--- src/rtl/dma16.sv ---
// Single-channel block-copy DMA engine that borrows the CPU16 memory bus.
// Stalls the CPU via hold, copies count words src->dst, then hands the bus back.
module dma16 #(
    parameter logic RAM_WAIT = 1'b1
) (
    input  logic        clk,
    input  logic        reset,
    input  logic        start,
    input  logic [15:0] src,
    input  logic [15:0] dst,
    input  logic [15:0] count,
    output logic        dma_busy,
    output logic        done,
    output logic        hold,
    input  logic        cpu_busy,
    input  logic [15:0] cpu_address,
    input  logic [15:0] cpu_data_out,
    input  logic        cpu_write,
    output logic [15:0] mem_address,
    output logic [15:0] mem_data_out,
    output logic        mem_write,
    input  logic [15:0] mem_data_in
);

    typedef enum logic [2:0] {
        IDLE,
        REQ,
        RD,
        RWAIT,
        LATCH,
        WR,
        FIN
    } state_t;

    state_t      state_reg, state_next;
    logic [15:0] s_reg, s_next;
    logic [15:0] d_reg, d_next;
    logic [15:0] n_reg, n_next;
    logic [15:0] buf_reg, buf_next;
    logic        grant_reg, grant_next;
    logic [15:0] dma_address;

    always_ff @(posedge clk or negedge reset) begin
        if (!reset) begin
            state_reg <= IDLE;
            s_reg     <= 16'd0;
            d_reg     <= 16'd0;
            n_reg     <= 16'd0;
            buf_reg   <= 16'd0;
            grant_reg <= 1'b0;
        end else begin
            state_reg <= state_next;
            s_reg     <= s_next;
            d_reg     <= d_next;
            n_reg     <= n_next;
            buf_reg   <= buf_next;
            grant_reg <= grant_next;
        end
    end

    always_comb begin
        state_next = state_reg;
        s_next     = s_reg;
        d_next     = d_reg;
        n_next     = n_reg;
        buf_next   = buf_reg;
        grant_next = grant_reg;
        case (state_reg)
            IDLE: begin
                // A zero-length request completes without ever stalling the CPU.
                if (start) begin
                    if (count != 16'd0) begin
                        s_next     = src;
                        d_next     = dst;
                        n_next     = count;
                        state_next = REQ;
                    end else begin
                        state_next = FIN;
                    end
                end
            end
            REQ: begin
                if (cpu_busy) begin
                    grant_next = 1'b1;
                    state_next = RD;
                end
            end
            RD:    state_next = RAM_WAIT ? RWAIT : LATCH;
            RWAIT: state_next = LATCH;
            LATCH: begin
                buf_next   = mem_data_in;
                s_next     = s_reg + 16'd1;
                state_next = WR;
            end
            WR: begin
                d_next = d_reg + 16'd1;
                n_next = n_reg - 16'd1;
                if (n_reg == 16'd1) begin
                    grant_next = 1'b0;
                    state_next = FIN;
                end else begin
                    state_next = RD;
                end
            end
            FIN:     state_next = IDLE;
            default: state_next = IDLE;
        endcase
    end

    // Outputs decode straight from registered state so an async reset drops them at once.
    assign hold     = (state_reg == REQ) || (state_reg == RD) || (state_reg == RWAIT) ||
                      (state_reg == LATCH) || (state_reg == WR);
    assign dma_busy = (state_reg != IDLE);
    assign done     = (state_reg == FIN);

    assign dma_address  = (state_reg == WR) ? d_reg : s_reg;
    assign mem_address  = grant_reg ? dma_address : cpu_address;
    assign mem_data_out = grant_reg ? buf_reg : cpu_data_out;
    assign mem_write    = grant_reg ? (state_reg == WR) : cpu_write;

endmodule

--- config.mk ---
export PLATFORM = sky130hd
export DESIGN_NAME = dma16
export DESIGN_NICKNAME = d
export VERILOG_FILES = /design/src/rtl/dma16.sv
export SDC_FILE = /design/constraint.sdc
export NUM_CORES = 1
export LEC_CHECK = 0
export CAP_MARGIN = 25
export CORE_AREA = 2 2 85 120
export CTS_CLUSTER_DIAMETER = 200
export DETAILED_ROUTE_END_ITERATION = 12
export DIE_AREA = 0 0 87 122
export PLACE_DENSITY = 0.79
export SLEW_MARGIN = 25
export SYNTH_ARGS = -nofsm -noshare
export SYNTH_HDL_FRONTEND = slang
export SYNTH_SLANG_ARGS = --single-unit
--- constraint.sdc ---
create_clock -name clk -period 3.17 [get_ports clk]
set_clock_uncertainty 0.15 [all_clocks]
set_input_delay 0.634 -clock clk [delete_from_list [all_inputs] [get_ports clk]]
set_output_delay 0.634 -clock clk [all_outputs]
set_load 0.05 [all_outputs]
==> flow_summary.json <==
{
  "max_cap_viol_count": 0,
  "grt_max_degree": 37,
  "path_max_fanout": 18,
  "clockBufferDepth": 2,
  "worst_pin_slew_ns": 0.996,
  "ys_seq_area_share_pct": 38.8,
  "ys_ff_latch": 68,
  "final-hold-violation-count": 0,
  "place_area_um2": 6070,
  "wl_per_cell_um": 18.1,
  "numCtsBuffers": 9,
  "fmax_mhz": 348,
  "status": "complete, no violations",
  "wl_um": 14000,
  "finalCriticalPeriod_ns": 2.87,
  "track_usage_pct": 27.0,
  "synth_top_area_cell": "dfrtp_1",
  "hpwl_um": 10400,
  "rows": 43,
  "die-height_um": 122,
  "final_area_um2": 6410,
  "synth.distinct_cells": 63,
  "leakage_nw": 2.63,
  "ant_nets": 0,
  "layout.nets": 763,
  "viasPerCell": 6.08,
  "syn_inst": 533,
  "final_cell_mix": "110 x clkdlybuf4s50_1, 99 x nand2_1, 67 x nor2_1, 67 x dfrtp_1, 30 x a21oi_1",
  "synth.net_count": 638,
  "gp_congestion": 0.962,
  "cts.clk_slew.worst_paths_ns": 0.06,
  "die_w_um": 87,
  "setup_violations": 0,
  "worstSetupEndpointType": "primary output",
  "async_reset_ff_share_pct": 100,
  "synth_area_per_cell_um2": 8.23,
  "dr.pass1.iters": 7,
  "ir_worst_vdd_mv": 0.772,
  "multi_input_area_um2": 2540,
  "cp_data_arrival_time_ns": 2.09,
  "die_area_um2": 10600,
  "slew_viol_final": 0,
  "vias": 4712,
  "cp_top_family": "buffers and inverters",
  "cts_tree": "yes",
  "synth.area.top_cells": "dfrtp_1 39%, nand2_1 8.5%, nor2_1 5.7%, mux2_2 4.6%, a21oi_1 3.4%",
  "core_um2": 9630,
  "cts_resized": 0,
  "cts_setup_buffers": 0,
  "crit_buf_inv": 1,
  "cts-htree-levels": 3,
  "crit_chain": "mux2_2 > clkdlybuf4s50_1",
  "cp_slowest_cell": "clkdlybuf4s50_1",
  "pwr_density_cell_nw_per_um2": 1070,
  "startpoint_type": "register",
  "min_path_type": "input pin to asynchronous set/reset pin",
  "regArea_um2": 1700,
  "drc": 0,
  "synth.cell_area_um2": 4390,
  "rsz0062_at_grt": "false",
  "yosys.area.top_type_share_pct": 38.8,
  "drive_above_1_share_pct": 16.0,
  "port_buffers": 136,
  "antenna_found_initial": 0,
  "drt_iter0_drc": 383,
  "diodes": 0,
  "clock_latency_ns": 0.33,
  "grt_pass1_wl_um": 22700,
  "utilization_pct": 66.5,
  "cts_root_buffer": "clkbuf_16",
  "layout_commonest_cell": "clkdlybuf4s50_1",
  "required_ns": 2.39,
  "syn_to_final_growth_pct": 46.0,
  "final_cells": 775,
  "io_pins": 137,
  "max-slew-margin-rel_pct": 33.0,
  "synth_edf_count": 0,
  "cts_sinks": 68,
  "hold_ws_ns": 0.161,
  "yosys_warnings": 0,
  "place_inst": 759,
  "initial_core_util_pct": 45.6,
  "grt_pass1_vias": 4544,
  "critPathKind": "register to primary output",
  "nFillCells": 746,
  "tns_ns": 0,
  "ctsHoldBuffers": 0,
  "synth_flop_cell": "dfrtp_1",
  "max_stage_delay_ns": 0.71,
  "grt_overflow": 0,
  "fin_crit_sh_pct": 90.5
}
## cells in the mapped netlist (6+ instances only)
cell type / n
o21ai_0: 20
and3_1: 10
nand2_1: 99
mux2_2: 18
clkbuf_1: 27
dfrtp_1: 68
a21oi_1: 30
nor4_1: 7
a31oi_1: 21
nor3_1: 20
o31ai_1: 6
a211oi_1: 9
o22ai_1: 10
nand3_1: 17
inv_1: 9
nor2_1: 67
## metal layers
metal	share of wire, %	wire length, µm	track usage, %	vias to the layer above
li1	-	-	-	2205
met5	0	0	0	-
met3	6.4	901	3.86	32
met1	40	5620	35.4	2272
met2	51	7160	44.8	203
met4	2.3	322	10.2	0
## final timing paths
kind / startpoint / cells after the start / slack, ns / endpoint
setup / recovery: grant_reg / 2 / 0.30 / mem_data_out[1]
hold / removal: reset / 1 / 0.16 / grant_reg
setup reg to reg: state_reg[1] / 4 / 0.52 / n_reg[7]
hold reg to reg: buf_reg[1] / 2 / 0.32 / buf_reg[1]
max in group asynchronous: reset / 2 / 1.95 / s_reg[13]
min in group clk: buf_reg[1] / 2 / 0.32 / buf_reg[1]
## worst reg2reg max path: stages, from the launching register on
cell	delay, ns
dfrtp_1	0.50
or2_2	0.46
o31ai_1	0.87
o21ai_0	0.27
a221oi_2	0.31
## metrics by stage
stage	power, mW	setup WS (ns)
floorplan	4.20	0.000117
global placement	5.61	0.0923
detailed placement	5.72	0.0608
CTS	6.86	0.296
global route	7.26	0.208
finish	6.87	0.300
## cell families (layout without fill, tap and decap cells)
logic type,after synthesis,after routing,share of synthesized area [%]
compound gates,138,138,22.6
xor+xnor,1,1,0.200
fa+ha+maj,4,4,1.14
buf+inv,47,177,4.82
flops,68,68,38.8
mux,22,22,5.53
simple gates,253,253,26.9
## cell type report
class                   instances  share of cell area (%)
repair buffers                152                    25.8
clock inverters                 5                    1.31
inverters                       9                   0.527
flip-flops and latches         68                    26.6
multi-input cells             418                    39.7
well taps                     112                    2.19
clock buffers                  11                    3.94
## power by group
part	switching [mW]	internal [mW]	total (mW)
clock	0.375	0.732	1.11
sequential	0.520	1.28	1.80
combinational	2.28	1.68	3.96
total	3.18	3.69	6.87
(Power assumes the default switching activity.)
